**config.mk**
```make
export PLATFORM = sky130hd
export DESIGN_NAME = tri_diag_feeder
export DESIGN_NICKNAME = d
export VERILOG_FILES = /design/src/rtl/tri_pkg.sv /design/src/rtl/tri_diag_regfile.sv /design/src/rtl/tri_diag_feeder.sv
export SDC_FILE = /design/constraint.sdc
export NUM_CORES = 1
export LEC_CHECK = 0
export BUFFER_PORTS_ARGS = -buffer_cell sky130_fd_sc_hd__buf_2
export CAP_MARGIN = 20
export CORE_MARGIN = 1.5
export CORE_UTILIZATION = 55
export DETAILED_ROUTE_END_ITERATION = 8
export PLACE_DENSITY = 0.77
export SETUP_SLACK_MARGIN = 0.15
export SYNTH_ARGS = -nofsm -noshare
export SYNTH_HDL_FRONTEND = slang
export SYNTH_SLANG_ARGS = --single-unit
```
**constraint.sdc**
```tcl
create_clock -name clk -period 6.73 [get_ports clk]
set_input_delay 1.0095 -clock clk [delete_from_list [all_inputs] [get_ports clk]]
set_output_delay 1.0095 -clock clk [all_outputs]
set_load 0.1 [all_outputs]
```
**src/rtl/tri_pkg.sv**
```systemverilog
// Shared types and constants for the triangular-solve diagonal feeder.
// fp_is_zero treats +0.0 and -0.0 alike by ignoring the sign bit.
package tri_pkg;

    localparam int DWIDTH = 32;
    localparam int N      = 8;

    typedef enum logic {
        IDLE = 1'b0,
        RUN  = 1'b1
    } state_e;

    function automatic logic fp_is_zero(input logic [DWIDTH-1:0] w);
        return (w[DWIDTH-2:0] == '0);
    endfunction

endpackage

```
**src/rtl/tri_diag_regfile.sv**
```systemverilog
// Diagonal storage: DEPTH x WIDTH flops, one synchronous write port, one
// combinational read port, cleared by reset.
module tri_diag_regfile
    import tri_pkg::*;
#(
    parameter int WIDTH  = DWIDTH,
    parameter int DEPTH  = N,
    localparam int AW    = $clog2(DEPTH)
) (
    input  logic             clk,
    input  logic             rst,
    input  logic             wr_en,
    input  logic [AW-1:0]    wr_addr,
    input  logic [WIDTH-1:0] wr_data,
    input  logic [AW-1:0]    rd_addr,
    output logic [WIDTH-1:0] rd_data
);

    logic [WIDTH-1:0] mem [DEPTH];

    // NOTE: this is a flop array, not a RAM macro, so clearing every entry on
    // reset is legal; a true RAM could not be reset in a single cycle.
    always_ff @(posedge clk) begin
        if (rst) begin
            for (int i = 0; i < DEPTH; i++) mem[i] <= '0;
        end else if (wr_en) begin
            mem[wr_addr] <= wr_data;
        end
    end

    assign rd_data = mem[rd_addr];

endmodule

```
**src/rtl/tri_diag_feeder.sv**
```systemverilog
// Head of the triangular array: issues x[k]/diag[k] to the circle PE and returns
// z[k] on a valid/ready stream, with at most one divide outstanding.
module tri_diag_feeder
    import tri_pkg::state_e, tri_pkg::IDLE, tri_pkg::RUN, tri_pkg::fp_is_zero;
#(
    parameter int DWIDTH = tri_pkg::DWIDTH,
    parameter int N      = tri_pkg::N,
    localparam int IDX_W = $clog2(N)
) (
    input  logic              clk,
    input  logic              rst,
    input  logic              diag_wr_en,
    input  logic [IDX_W-1:0]  diag_wr_addr,
    input  logic [DWIDTH-1:0] diag_wr_data,
    input  logic              start,
    output logic              busy,
    output logic              done,
    output logic              err_zero,
    input  logic              in_valid,
    output logic              in_ready,
    input  logic [DWIDTH-1:0] in_data,
    output logic              pe_en,
    output logic [DWIDTH-1:0] pe_xin,
    output logic [DWIDTH-1:0] pe_cir_x,
    input  logic [DWIDTH-1:0] pe_zout,
    output logic              out_valid,
    input  logic              out_ready,
    output logic [DWIDTH-1:0] out_data,
    output logic [IDX_W-1:0]  out_idx
);

    localparam int CNT_W = IDX_W + 1;

    state_e              state, state_nxt;
    logic [CNT_W-1:0]    issued;
    logic [IDX_W-1:0]    k;
    logic                pend;
    logic [IDX_W-1:0]    tag;
    logic [DWIDTH-1:0]   xin_q, cir_q, diag_rd;
    logic                accept, out_fire, last_fire;
    logic                done_q, err_q;

    assign k = issued[IDX_W-1:0];

    tri_diag_regfile #(.WIDTH(DWIDTH), .DEPTH(N)) u_diag (
        .clk     (clk),
        .rst     (rst),
        .wr_en   (diag_wr_en && (state == IDLE)),
        .wr_addr (diag_wr_addr),
        .wr_data (diag_wr_data),
        .rd_addr (k),
        .rd_data (diag_rd)
    );

    always_ff @(posedge clk) begin
        if (rst) state <= IDLE;
        else     state <= state_nxt;
    end

    // NOTE: every output of this block gets a default before the case, so no
    // path through it leaves a signal unassigned and no latch is inferred.
    always_comb begin
        state_nxt = state;
        busy      = 1'b0;
        in_ready  = 1'b0;
        case (state)
            IDLE: begin
                if (start) state_nxt = RUN;
            end
            RUN: begin
                busy     = 1'b1;
                in_ready = !pend && (issued < CNT_W'(N)) && (!out_valid || out_ready);
                if (last_fire) state_nxt = IDLE;
            end
            default: state_nxt = IDLE;
        endcase
    end

    assign accept    = in_valid && in_ready;
    assign out_fire  = out_valid && out_ready;
    assign last_fire = out_fire && (out_idx == IDX_W'(N - 1));

    // The PE sees the live operands on the issue cycle and the last ones otherwise.
    assign pe_en    = accept;
    assign pe_xin   = accept ? in_data : xin_q;
    assign pe_cir_x = accept ? diag_rd : cir_q;
    assign done     = done_q;
    assign err_zero = err_q;

    // NOTE: sequential state uses non-blocking assignments so every register
    // samples pre-edge values regardless of statement order.
    always_ff @(posedge clk) begin
        if (rst) begin
            issued    <= '0;
            pend      <= 1'b0;
            tag       <= '0;
            xin_q     <= '0;
            cir_q     <= '0;
            out_valid <= 1'b0;
            out_data  <= '0;
            out_idx   <= '0;
            done_q    <= 1'b0;
            err_q     <= 1'b0;
        end else begin
            done_q <= (state == RUN) && last_fire;
            pend   <= accept;
            if ((state == IDLE) && start) begin
                issued <= '0;
                err_q  <= 1'b0;
            end
            if (accept) begin
                tag    <= k;
                issued <= issued + CNT_W'(1);
                xin_q  <= in_data;
                cir_q  <= diag_rd;
                if (fp_is_zero(diag_rd)) err_q <= 1'b1;
            end
            // The PE quotient is registered, so it is captured one cycle after issue.
            if (pend) begin
                out_valid <= 1'b1;
                out_data  <= pe_zout;
                out_idx   <= tag;
            end else if (out_fire) begin
                out_valid <= 1'b0;
            end
        end
    end

endmodule

```
Yosys cells after proc, flatten, opt, wreduce, memory -nomap -nowiden
Memories as Yosys holds them, arrays and structs flattened. A register that Yosys moved wholly into a read port is not among the register bits.
Index checks and enable logic that the tools add are counted.
{"block": "classes", "reduce_logical": 15, "n_mul": 0, "div_mod_pow": 0, "n_eq_ne": 1, "shift": 0, "order_cmp": 1, "bitwise": 1, "n_mux": 24, "n_addsub": 1}
{"op": "32-bit two-way mux", "n": 3}
{"op": "32-bit OR reduction", "n": 1}
{"op": "31-bit zero test", "n": 1}
{"op": "1-bit two-way mux", "n": 15}
{"op": "3-bit two-way mux", "n": 3}
{"op": "1-bit logical AND", "n": 8}
{"op": "4-bit two-way mux", "n": 2}
{"op": "4-bit by 1-bit adder with 4-bit output (second input constant)", "n": 1}
{"op": "4-bit < comparator (second input constant)", "n": 1}
{"op": "2-bit nonzero test", "n": 2}
{"op": "3-bit equality test (second input constant)", "n": 1}
{"op": "1-bit zero test", "n": 2}
{"op": "1-bit case mux with 2 select lines", "n": 1}
{"op": "1-bit logical OR", "n": 1}
{"op": "1-bit inverter", "n": 1}
{"block": "totals", "rom_bits": 0, "reg_bits": 111, "input_bits": 105, "word_cells": 55, "mem_count": 1, "output_inout_bits": 105, "mem_bits_rw": 256, "latchBits": 0}
{"name": "u_diag.mem", "depth": 8, "word_bits": 32, "read_ports": 1, "rd_clocked_by_memory_dff": 1, "write_ports": 8, "line_no": "tri_diag_regfile.sv:19", "text": "logic [WIDTH-1:0] mem [DEPTH];"}

Longest topological paths before layout
{"block": "logic_depth", "depth_word": 8, "depth_mapped": 10, "mapped_depth_nobuf": 9}

Hierarchy
A second synthesis with hierarchy kept.
{"block": "unflattened", "cells_unflattened": 1113, "hier_area_um2": 16095.4}
{"mod": "tri_diag_regfile", "seq_area_each_um2": 7687.4, "area_per_inst_um2": 11451.0, "instances": 1, "cells_per_inst": 729}
{"mod": "tri_diag_feeder", "seq_area_each_um2": 2222.1, "area_per_inst_um2": 4644.5, "instances": 1, "cells_per_inst": 384}

Least setup slack after synthesis
OpenSTA, ideal clock, no wires.
{"block": "synth_timing", "kind": "in2out", "startpoint": "input port out_ready", "endpoint": "output port pe_cir_x[26]", "n_path_buf": 2, "arrival_ns": 4.386, "cell_stages": 9, "t_required_ns": 5.720, "slack_ns": 1.334, "path_cell_list": "inv_1 > a21oi_1 > and3b_1 > nand2_1 > inv_1 > buf_2 > buf_1 > nand2_1 > nand2_1"}
{"block": "synth_between", "elab_chain_len": 5}
{"item": "from (decl)", "line_no": "tri_diag_feeder.sv:27", "text": "input logic out_ready,"}
{"item": "1-bit logical OR", "line_no": "tri_diag_feeder.sv:72", "text": "in_ready = !pend && (issued < CNT_W'(N)) && (!out_valid || out_ready);"}
{"item": "1-bit logical AND", "line_no": "tri_diag_feeder.sv:72"}
{"item": "1-bit two-way mux", "line_no": "tri_diag_feeder.sv:66", "text": "case (state)"}
{"item": "net in_ready", "line_no": "tri_diag_feeder.sv:20", "text": "output logic in_ready,"}
{"item": "1-bit logical AND", "line_no": "tri_diag_feeder.sv:79", "text": "assign accept = in_valid && in_ready;"}
{"item": "net pe_en", "line_no": "tri_diag_feeder.sv:22", "text": "output logic pe_en,"}
{"item": "32-bit two-way mux"}
{"item": "to (decl)", "line_no": "tri_diag_feeder.sv:24", "text": "output logic [DWIDTH-1:0] pe_cir_x,"}
The timed path passes the listed nets, and every way through them passes these cells.

==> results by group <==
Run status
  • Status: complete, no violations

STA
  • RSZ-0062 raised after global routing: no
  • Fmax: around 220 MHz
  • Slew headroom: 0.313
  • Setup Skew: approximately 0.015 ns
  • Max-slew violations: 0
  • Setup TNS: 0 ns
  • Fin worst setup slack: 2.23 ns
  • Worst Tran Pin Value: 1.03 ns
  • Final period utilization: 0.668
  • Hold Violations, Final: 0
  • Setup-failing EPs final: 0
  • Fin crit period: ~4.5 ns

GRT
  • Largest net degree at the start of global routing: roughly 100
  • GRT overflow: 0
  • M3 GR Usage: 0.0581
  • Top Usage Layer GRT: met2
  • Global-route usage over all layers: 0.254
  • Initial antenna violation count: 4
  • GR Util met1: 0.316
  • First-pass GRT wire length: roughly 56,000 um
  • Vias in the first global route: between 9,000 and 10,000
  • Met2 Resource Use GR: 0.432

Routing
  • Vias per cell: 5.42
  • Avg WL per Cell: 20.1 um
  • DRT antenna net count: 0
  • Detailed Route WL: approximately 37,000 um
  • Via count: between 10,000 and 15,000
  • Detailed Routing Iterations Pass 1: 5
  • DRC: 0
  • DRT iter0 DRCs: 822

Synth
  • Post-synthesis adder-cell area fraction: 0.000796
  • XOR/XNOR Fraction of Synth Area: 0.000557
  • Ys Warns: 0
  • Synthesized Nets: approximately 1,400
  • Avg Cell Area, Syn: 12.5 um^2
  • Post-synth top area cell: edfxtp_1
  • Register area share after synthesis: 0.634
  • Post-synth top area share: 0.489
  • Largest family of logic cells by synthesized area: simple AND/OR/NAND/NOR gates
  • Compound-Gate Fraction of Synth Area: 0.0205
  • #FFs+latches synth: 370
  • Synth Instances: between 1,000 and 1,500
  • Distinct cells, synth: 33
  • Simple-gate share of the synthesized area: 0.209
  • Netlist Area Pre-Place: roughly 16,000 um^2
  • Largest cells by area after synthesis: edfxtp_1, dfxtp_1, and2_1
  • Post-synthesis mux area share: 0.111

CTS
  • CTS Buf Count: 38
  • CTS Sinks: between 300 and 400
  • H-tree depth: 2
  • Worst-path clk slew: roughly 0.060 ns
  • Worst-Skew Late Latency: between 0.5 and 0.6 ns
  • Post-CTS setup buffers: 0
  • Hold bufs inserted after CTS: 0
  • Root Buffer: clkbuf_16
  • Post-cts resize count: 0
  • Deepest clock path buffer count: 3
  • CTS tree: done

Placement
  • GPL Wtd Cong: between 0.7 and 0.8
  • Number of port buffers: 209
  • DPL Wire Length: 22,200 um
  • Worst slack at placement: 2.55 ns

Min path
  • Hold path endpoint: issued[3]
  • Hold Startpoint: issued[3]
  • Worst Hold Class: reg2reg
  • Worst hold path depth: 2

Critical path
  • Worst Path Arrival: between 3 and 4 ns
  • Crit end category: output pin
  • Max FO, Critical Path: 30
  • Flop2flop setup slack: ~3.3 ns
  • Worst r2r path cells: 8
  • Crit path largest cell delay: 0.94 ns
  • Startpoint Class: register
  • CP max-delay cell: o221ai_1
  • Most used cell, CP: nand2_1
  • RR Endpoint: err_zero
  • Critical path, cell by cell: nand2b_2 > o221ai_1 > nand2_1 > nand2_1 > buf_2
  • Crit path kind: reg2out
  • Worst Path Required: between 5 and 6 ns

Power and ir drop
  • Flop pwr share: 0.498
  • Static leakage: roughly 7.3 nW
  • Combinational power share: 0.109
  • Clock network fraction of total power: 0.393
  • Worst vdd ir: approximately 0.15 mV
  • Net Sw Frac: 0.254
  • P_int: around 3.8 mW
  • Pwr/cell area: between 200 and 300 nW/um^2
  • Switching pwr: between 1 and 1.5 mW

Die
  • Chip height: roughly 170 um
  • Site Rows: 61
  • Num ports: 210
  • Core Region: 27,900 um^2
  • Horiz. Die Dim: roughly 170 um
  • Die area: approximately 30,000 um^2
  • Initial Util: 0.563

Layout
  • Ratio of cells with drive above 1 in the final layout: 0.224
  • Multi-input logic area: approximately 5400 um^2
  • Layout Area Growth over Synthesis: 16.0%
  • Fill count: about 2,100
  • Sequential cell area: 9980 um^2
  • Fin nets: approximately 1,600

Job
  • MaxCap Viol Count: 0
power groups by stage:
stage                     clock network, mW  registers (mW)  logic [mW]
final                                  2.02            2.56       0.562
after global routing                   2.13            2.57       0.595
after CTS                              2.03            2.56       0.564
after detailed placement                  0            2.61       0.562
after global placement                    0            2.60       0.556
after floorplan                           0            2.63       0.387
flip-flops by register name (all words and copies together) (netlist names), named ones only:
| name | count |
|---|---|
| tag | 3 |
| err_zero | 1 |
| done | 1 |
| out_valid | 1 |
| pend | 1 |
| xin_q | 32 |
| state | 1 |
| cir_q | 32 |
| out_data | 32 |
| issued | 4 |
| out_idx | 3 |
| u_diag.mem | 256 |
per-layer routing:
layer  vias to the layer above  wire length, um
li1                       4721                -
met1                      4820            15000
met2                       426            17800
met3                        76             3180
met4                         2             1200
met5                         -               13
layout by cell type (no fill, tap or decap), types with 3 or more instances in the layout:
cell | synthesis | layout
clkbuf_1 | 54 | 10
mux2i_1 | 97 | 97
clkinv_1 | 0 | 6
mux4_2 | 32 | 32
a21oi_1 | 9 | 9
nand2_1 | 233 | 232
or2_2 | 9 | 9
nor2_1 | 45 | 43
clkbuf_8 | 0 | 4
dfxtp_1 | 114 | 111
nor4_1 | 7 | 7
nor3_1 | 5 | 3
buf_2 | 10 | 208
nor2b_1 | 64 | 64
o221ai_1 | 29 | 29
edfxtp_1 | 256 | 256
buf_4 | 7 | 15
diode_2 | 0 | 3
inv_1 | 3 | 3
nand2b_1 | 6 | 5
and2_1 | 256 | 256
clkbuf_16 | 0 | 42
through the flow:
stage          utilization  hold slack [ns]  power, mW  area (um^2)  instances
2_1_floorplan            -            0.428       3.02        15700       1261
3_3_place_gp         0.609            0.440       3.16        17000       1782
3_5_place_dp         0.609            0.445       3.17        17000       1782
4_1_cts              0.652            0.453       5.16        18200       1850
5_1_grt              0.653            0.481       5.29        18200       1852
6_report             0.653            0.448       5.14        18200       1853
layout make-up:
class	instances	share of cell area
clock inverters	12	0.00336
clock buffers	56	0.0627
inverters	3	0.000618
diodes	3	0.000412
repair buffers	224	0.0644
well taps	378	0.0259
flip-flops and latches	370	0.547
multi-input cells	807	0.295
synth_stat cells:
library cell and n:
a21oi_1 9, dfxtp_1 114, nand3_1 2, nand2_1 233, buf_1 8, xor2_1 1, o221ai_1 29, edfxtp_1 256
buf_6 1, nor4_2 1, and3b_1 1, inv_1 3, buf_12 1, buf_2 10, nor4_1 7, nor2b_1 64
buf_4 7, or2_2 9, and2_1 256, mux4_2 32, o221ai_2 1, nor2_1 45, mux4_1 2, and4_1 1
nor3_1 5, nand4_1 2, or4_4 1, clkbuf_1 54, nor3b_1 1, ha_1 1, mux2i_1 97, o21a_1 1
nand2b_1 6
worst max-delay path by stage:
stage	from	end	cells after the start
finish	register	pe_cir_x[11]	5
global route	register	pe_cir_x[14]	7
CTS	register	pe_cir_x[14]	7
detailed placement	out_ready	pe_cir_x[13]	10
global placement	out_ready	pe_cir_x[14]	10
floorplan	out_ready	pe_cir_x[26]	9
logic make-up (layout without fill, tap and decap cells):
group / after synthesis / in the layout
simple gates: 634 / 634
flops: 370 / 370
mux: 131 / 131
buf+inv: 84 / 295
compound gates: 40 / 40
fa+ha+maj: 1 / 1
xor+xnor: 1 / 1
other cells: 0 / 3
critical path, delay by kind of cell (launching register included):
family                 cells  cell delay (ns)
AOI/OAI and AO/OA          1             0.94
buffers and inverters      1             0.42
and+or+nand+nor            3             0.86
DFF                        1             0.73
Note: power is estimated with default switching activity, not from simulation.
